File: config.mk
export PLATFORM = sky130hd
export DESIGN_NAME = phy_tx_lane_sched
export DESIGN_NICKNAME = d
export VERILOG_FILES = /design/src/rtl/phy_tx_lane_sched.sv
export SDC_FILE = /design/constraint.sdc
export NUM_CORES = 1
export LEC_CHECK = 0
export CORE_MARGIN = 3
export CORE_UTILIZATION = 40
export DETAILED_ROUTE_END_ITERATION = 8
export PLACE_DENSITY = 0.59
export SYNTH_ARGS = -nofsm -noshare
export SYNTH_HDL_FRONTEND = slang
export SYNTH_SLANG_ARGS = --single-unit
export TNS_END_PERCENT = 1
File: constraint.sdc
create_clock -name clk -period 5.9 [get_ports clk]
set_clock_uncertainty 0.2 [all_clocks]
set_input_delay 0.885 -clock clk [delete_from_list [all_inputs] [get_ports clk]]
set_output_delay 0.885 -clock clk [all_outputs]
set_load 0.02 [all_outputs]
File: src/rtl/phy_tx_lane_sched.sv
// Two-lane transmit scheduler. Buffers 32-bit words in a small FIFO, runs
// the COM training sequence after reset or retrain, then hands out up to two
// words per 4-cycle frame so both lanes always start a word together.
//
// state | meaning
// ------+---------------------------------------------------------------
// INIT  | sending COM frames; init_cnt counts frames already loaded
// RUN   | link trained; each frame start pops up to two words
module phy_tx_lane_sched #(
  parameter int unsigned DEPTH       = 4,
  parameter int unsigned INIT_FRAMES = 4,
  parameter logic [7:0]  COM         = 8'hBC,
  parameter logic [7:0]  IDL         = 8'h7C
) (
  input  logic        clk,
  input  logic        reset,
  input  logic [31:0] data_in,
  input  logic        valid_in,
  input  logic        retrain,
  output logic        ready,
  output logic [7:0]  lane0_out,
  output logic [7:0]  lane1_out,
  output logic        lane0_valid,
  output logic        lane1_valid,
  output logic        active
);

  localparam int unsigned AW = (DEPTH > 1) ? $clog2(DEPTH) : 1;
  localparam int unsigned CW = AW + 1;
  localparam int unsigned IW = $clog2(INIT_FRAMES + 1);

  localparam logic [IW-1:0] INIT_DONE = IW'(INIT_FRAMES);
  localparam logic [CW-1:0] FULL_CNT  = CW'(DEPTH);
  localparam logic [31:0]   COM_WORD  = {4{COM}};
  localparam logic [31:0]   IDL_WORD  = {4{IDL}};

  typedef enum logic {
    ST_INIT = 1'b0,
    ST_RUN  = 1'b1
  } state_e;

  // Frame timing and FSM registers
  logic [1:0]    bc_q;
  state_e        state_q, state_d;
  logic [IW-1:0] init_cnt_q, init_cnt_d;
  logic          pend_q, pend_d;

  // Lane shift registers: the byte on the wire is always the top byte
  logic [31:0]   sh0_q, sh0_d;
  logic [31:0]   sh1_q, sh1_d;
  logic          v0_q, v0_d;
  logic          v1_q, v1_d;

  // Word FIFO
  logic [31:0]   mem_q [DEPTH];
  logic [AW-1:0] wr_ptr_q, wr_ptr_d;
  logic [AW-1:0] rd_ptr_q, rd_ptr_d;
  logic [AW-1:0] rd_ptr_nxt;
  logic [CW-1:0] count_q, count_d;

  logic          frame_start;
  logic          push;
  logic          load_run;
  logic [1:0]    n_pop;

  assign frame_start = (bc_q == 2'd3);
  assign active      = (state_q == ST_RUN);
  assign ready       = active && !pend_q && (count_q < FULL_CNT);
  assign push        = valid_in && ready;
  assign rd_ptr_nxt  = rd_ptr_q + AW'(1);

  assign lane0_out   = sh0_q[31:24];
  assign lane1_out   = sh1_q[31:24];
  assign lane0_valid = v0_q;
  assign lane1_valid = v1_q;

  // Next-state: FSM transitions, frame loading, FIFO pointer arithmetic.
  // INIT leaves on the frame start after its last COM frame; that same
  // edge loads the first RUN frame, so active/ready rise exactly as the
  // last COM byte finishes.
  always_comb begin
    state_d    = state_q;
    init_cnt_d = init_cnt_q;
    pend_d     = pend_q;
    sh0_d      = {sh0_q[23:0], 8'h00};
    sh1_d      = {sh1_q[23:0], 8'h00};
    v0_d       = v0_q;
    v1_d       = v1_q;
    load_run   = 1'b0;
    n_pop      = 2'd0;

    if (state_q == ST_RUN && retrain) begin
      pend_d = 1'b1;
    end

    if (frame_start) begin
      if (state_q == ST_INIT) begin
        if (init_cnt_q == INIT_DONE) begin
          init_cnt_d = '0;
          state_d    = ST_RUN;
          load_run   = 1'b1;
        end else begin
          sh0_d      = COM_WORD;
          sh1_d      = COM_WORD;
          v0_d       = 1'b0;
          v1_d       = 1'b0;
          init_cnt_d = init_cnt_q + IW'(1);
        end
      end else begin
        if (pend_q) begin
          // This COM frame is the first of the retrain sequence.
          pend_d     = 1'b0;
          sh0_d      = COM_WORD;
          sh1_d      = COM_WORD;
          v0_d       = 1'b0;
          v1_d       = 1'b0;
          init_cnt_d = IW'(1);
          state_d    = ST_INIT;
        end else begin
          load_run = 1'b1;
        end
      end
    end

    if (load_run) begin
      // Occupancy before the edge; a word pushed now waits for the next frame.
      if (count_q >= CW'(2)) begin
        n_pop = 2'd2;
      end else begin
        n_pop = count_q[1:0];
      end
      case (n_pop)
        2'd2: begin
          sh0_d = mem_q[rd_ptr_q];
          sh1_d = mem_q[rd_ptr_nxt];
          v0_d  = 1'b1;
          v1_d  = 1'b1;
        end
        2'd1: begin
          sh0_d = mem_q[rd_ptr_q];
          sh1_d = IDL_WORD;
          v0_d  = 1'b1;
          v1_d  = 1'b0;
        end
        default: begin
          sh0_d = IDL_WORD;
          sh1_d = IDL_WORD;
          v0_d  = 1'b0;
          v1_d  = 1'b0;
        end
      endcase
    end

    wr_ptr_d = wr_ptr_q + AW'(push);
    rd_ptr_d = rd_ptr_q + AW'(n_pop);
    count_d  = count_q + CW'(push) - CW'(n_pop);
  end

  // Control, lane and FIFO-pointer registers; reset forces outputs to 00/0
  always_ff @(posedge clk or negedge reset) begin
    if (!reset) begin
      bc_q       <= 2'd3;
      state_q    <= ST_INIT;
      init_cnt_q <= '0;
      pend_q     <= 1'b0;
      sh0_q      <= '0;
      sh1_q      <= '0;
      v0_q       <= 1'b0;
      v1_q       <= 1'b0;
      wr_ptr_q   <= '0;
      rd_ptr_q   <= '0;
      count_q    <= '0;
    end else begin
      bc_q       <= bc_q + 2'd1;
      state_q    <= state_d;
      init_cnt_q <= init_cnt_d;
      pend_q     <= pend_d;
      sh0_q      <= sh0_d;
      sh1_q      <= sh1_d;
      v0_q       <= v0_d;
      v1_q       <= v1_d;
      wr_ptr_q   <= wr_ptr_d;
      rd_ptr_q   <= rd_ptr_d;
      count_q    <= count_d;
    end
  end

  // FIFO storage; contents are meaningless once count is reset
  always_ff @(posedge clk) begin
    if (push) begin
      mem_q[wr_ptr_q] <= data_in;
    end
  end

endmodule

# --- Word level (Yosys, flattened, before mapping) ---
# Memory sizes are Yosys's and may differ from the RTL's.
# Cells that the tools add are included.
totals:
  elab_cells: 73
  mem_bits_rw: 128
  out_inout_bits: 20
  ff_bits: 80
  memories: 1
  in_bits: 36
op_classes:
  order_cmp: 2
  reduce_logical: 9
  n_mux: 36
  eq_ne: 7
  addsub: 7
mem_list:
  columns: ["name", "depth", "width", "read_ports", "rd_ports_with_merged_regs", "wr", "line_no", "text"]
  rows:
  - ["mem_q", 4, 32, 2, 0, 1, "55", "logic [31:0] mem_q [DEPTH];"]
ops:
  columns: ["cell", "count"]
  rows:
  - ["32-bit 2-to-1 mux", 12]
  - ["1-bit 2-to-1 mux", 18]
  - ["3-bit 2-to-1 mux", 3]
  - ["2-bit 2-to-1 mux", 3]
  - ["2-bit by 1-bit adder with 2-bit output, second input constant", 2]
  - ["2-bit equality test, second input constant", 2]
  - ["1-bit logical AND", 4]
  - ["3-bit by 1-bit adder with 3-bit output", 1]
  - ["3-bit by 1-bit adder with 3-bit output, second input constant", 1]
  - ["3-bit equality test, second input constant", 1]
  - ["3-bit by 2-bit >= comparator with 1-bit output, second input constant", 1]
  - ["3-bit < comparator, second input constant", 1]
  - ["3-bit by 1-bit != test with 1-bit output, second input constant", 1]
  - ["3-bit != test, second input constant", 1]
  - ["3-bit AND reduction", 1]
  - ["3-bit by 2-bit subtractor with 3-bit output", 1]
  - ["2-bit by 1-bit adder with 2-bit output", 1]
  - ["2-bit adder", 1]
  - ["2-bit by 1-bit equality test with 1-bit output, second input constant", 1]
  - ["2-bit by 1-bit != test with 1-bit output, second input constant", 1]
  - ["2-bit AND reduction", 1]
  - ["2-bit nonzero test", 1]
  - ["2-bit OR reduction", 1]
  - ["1-bit logical NOT", 1]

# --- Depth between registers and ports, before layout ---
logic_depth:
  ltp_word: 9
  ltp_mapped: 9
  depth_no_buf: 9

# --- Least setup slack after synthesis ---
# No wires, ideal clock.
synth_path:
  path_kind: "input-to-reg"
  startpoint: "input port valid_in"
  endpoint: "memory mem_q[0][0], enable pin"
  setup_ps: 468
  setup_slack_ps: 1452
  arrival_time_ps: 3780
  path_stages: 3
  n_path_buf: 1
  required_time_ps: 5232
  cell_sequence: "nor4bb_1 clkbuf_1 nor3b_1"
synth_between:
  elab_chain_cells: 3
synth_lines:
  columns: ["element", "line_no", "text"]
  rows:
  - ["start: declaration", "18", "input logic valid_in,"]
  - ["1-bit logical AND", "69", "assign push = valid_in && ready;"]
  - ["1-bit 2-to-1 mux", "190", "if (push) begin"]
  - ["1-bit 2-to-1 mux (not written as such)", "191", "mem_q[wr_ptr_q] <= data_in;"]
  - ["end: declaration", "55", null]
# Every way passes these cells.

# --- Final worst setup path ---
layout_path:
  startpoint: "input port valid_in"
  endpoint: "memory mem_q[2][2], enable pin"
# Same word-level chain as after synthesis.

==> results.yml <==
setup_path:
  timing.critical_path.to_type: "register"
  cp_slowest_stage_delay_ns: 0.91
  cp_top_family: "simple AND/OR/NAND/NOR gates"
  worstRegToRegCells: 3
  worst_r2r_startpoint: "active$_DFFE_PN0N_"
  r2r_end: "mem_q[2][2]$_DFFE_PP_"
  worstSetupPathType: "input pin to register"
  worst_path_max_delay_cell: "nor4bb_1"
  worstPathCellList: "clkdlybuf4s50_1 -> nor4bb_1 -> nand2_1 -> nor2_4"
  cp.buffers_inverters: 1
  critPathArrivalTime_ns: 3.39
  worst-r2r-setup-slack_ns: 2.79
  critical_path_launch_point_type: "input pin"
  top_fanout_value_on_the_critical_path: 32
  critical_path_required_ns: 5.81
  cp.depth: 4
detailed_routing:
  route.final.wire_length_um: 16170
  postRouteAntennaNets: 0
  drcViolationCount: 0
  routed_via_count: 4372
  routed_via_density: 5.418
  routed_wire_per_std_cell_um: 20.04
  drt_iter0_markers: 219
  firstDrtPassIters: 4
hold_path:
  holdCritPathClass: "register to register"
  worst_hold_path.endpoint: "sh1_q[22]$_DFF_PN0_"
  holdCritStartpoint: "sh1_q[14]$_DFF_PN0_"
  hold_path_depth: 1
power_and_ir_drop:
  report.power.total_mw: 4.242
  power.ir.vdd_worst_v: 0.0001956
  powerDensity_mw_per_mm2: 416.2
  power.static_leakage_nw: 3.595
cts:
  clock_sinks: 208
  cts_hold_fix_bufs: 0
  root_buffer_master: "clkbuf_16"
  post_cts.repair.setup_buffers: 0
  cts-resized-gates: 0
  ctsLongestPathBuffers: 3
  htree_levels: 1
  tritoncts.num_buffers: 22
  tritoncts: "built"
  clkSlewWorstSetupHoldPaths_ns: 0.06
  worst_skew_pair.late_latency_ns: 0.50
floorplanning:
  initial_utilization_pct: 41.18
  floorplan.die.height_um: 153.8
  core_area_mm2: 0.02122
  die_x_um: 153.8
  die_outline_area_mm2: 0.02366
  floorplan.io_pins: 56
  row_count: 53
sta:
  hold_viol_final: 0
  grt_setup_unrepaired: "false"
  min_period_over_period_pct: 58.97
  setup_slack_ns: 2.421
  setup_violations: 0
  period_minus_slack_ns: 3.479
  maxSlewViolCount: 0
  slew-limit-headroom_pct: 23.53
  worstMarginPinSlew_ns: 1.144
  upper_clock_frequency_limit_ghz: 0.2874
  setup-tns-final_ns: 0
synth:
  synth.yosys.seq_area_share_pct: 66.92
  ys_seq_elements: 208
  synth.net_count: 518
  syn_avg_cell_area_um2: 18.47
  synthesis.instances: 473
  yosysUniqueCellTypes: 46
  synth_warnings: 0
  async_reset_ff_share_pct: 38.46
  synth-edff-count: 128
  synth_area_mm2: 0.008738
  synth_top_flop_cell: "edfxtp_1"
global_route:
  track_usage_pct: 14.21
  maximum_number_of_pins_on_one_net_before_global_route_repair: 81
  vias_in_the_first_global_route: 4812
  wire_length_of_the_first_global_routing_pass_um: 26830
  gr-total-overflow: 0
  grt_antenna_before_repair: 0
status:
  outcome: "finished, final reports clean"
layout:
  final_core_util_pct: 48.04
  diodes: 0
  layout-drive-gt1-share_pct: 22.56
  mostFrequentLayoutCell: "edfxtp_1"
  fillers: 1752
  postLayoutCellArea_mm2: 0.01019
  most-common-layout-cells: "128 x edfxtp_1, 76 x dfrtp_1, 64 x mux4_2"
  nets: 561
  layout-area-overhead-vs-synth_pct: 16.65
placed_design:
  gp_congestion: 0.7011
  dp_hpwl_um: 9568
  placement.io_buffers: 55
  placed_cell_area_mm2: 0.009399
  placement.setup.worst_slack_ns: 1.854
run:
  max_cap_violations: 0
-- kinds of logic (layout without fill, tap and decap cells) --
family / after synthesis / after routing / share of synthesized area (%)
DFF: 208 / 208 / 66.92
xor gates and xnor gates: 6 / 6 / 0.6015
and+or+nand+nor: 33 / 33 / 2.205
buffers and inverters: 76 / 135 / 4.911
muxes: 64 / 64 / 16.49
adders and majority gates: 9 / 9 / 1.375
AOI/OAI and AO/OA: 77 / 77 / 7.489
-- how the worst max path moves through the flow --
stage	from	to	slack, ns
6_report	valid_in	mem_q[2][2]$_DFFE_PP_	2.42
5_1_grt	valid_in	mem_q[2][25]$_DFFE_PP_	2.15
3_5_place_dp	valid_in	mem_q[2][10]$_DFFE_PP_	1.85
3_3_place_gp	valid_in	mem_q[2][12]$_DFFE_PP_	1.89
4_1_cts	valid_in	mem_q[2][25]$_DFFE_PP_	2.38
2_1_floorplan	valid_in	mem_q[0][0]$_DFFE_PP_	1.45
-- layer usage --
metal	vias to the layer above	wire, um	track usage [%]
li1	1936	-	-
met3	29	577	1.886
met5	-	0	0
met1	2316	7117	19.51
met4	0	342	4.163
met2	91	8133	23.98
-- power breakdown --
group	switching, mW	leakage [nW]	internal (mW)
Clock	0.541	0.389	0.946
Sequential	0.121	2.09	1.72
Combinational	0.423	1.11	0.489
Total	1.08	3.60	3.16
-- Yosys cell counts (5+ instances only) --
master / number / area share (%)
edfxtp_1: 128 / 44
dfrtp_1: 78 / 22
mux4_2: 64 / 16
inv_1: 34 / 1.5
o22a_1: 24 / 2.4
o2bb2ai_1: 20 / 2.0
buf_4: 18 / 1.5
buf_6: 9 / 1.2
nor2_1: 9 / 0.39
ha_1: 8 / 1.1
o21a_1: 8 / 0.69
buf_2: 7 / 0.40
nor2b_1: 7 / 0.50
clkbuf_1: 6 / 0.26
nand2_1: 6 / 0.26
o21ai_0: 5 / 0.29
o221ai_1: 5 / 0.50
-- registers in the layout, summed over array words and instances (netlist names), 2 cells and up --
name / cells
bc_q: 2
count_q: 3
init_cnt_q: 3
mem_q: 128
rd_ptr_q: 2
sh0_q: 32
sh1_q: 32
wr_ptr_q: 2
-- area by class of cell --
class / instances / area (um^2) / share of cell area, %
Tap cell: 275 / 344.1 / 3.375
Clock inverter: 11 / 186.4 / 1.829
Multi-Input combinational cell: 189 / 2481 / 24.34
Sequential cell: 208 / 5853 / 57.42
Clock buffer: 29 / 608.1 / 5.965
Timing Repair Buffer: 61 / 593.1 / 5.818
Inverter: 34 / 127.6 / 1.252
-- through the flow --
step           hold WS (ns)  std cells
2_1_floorplan        0.2273        473
3_3_place_gp         0.2349        767
3_5_place_dp         0.2387        767
4_1_cts              0.2525        807
5_1_grt              0.2612        807
6_report             0.2504        807
(Power assumes the default switching activity.)
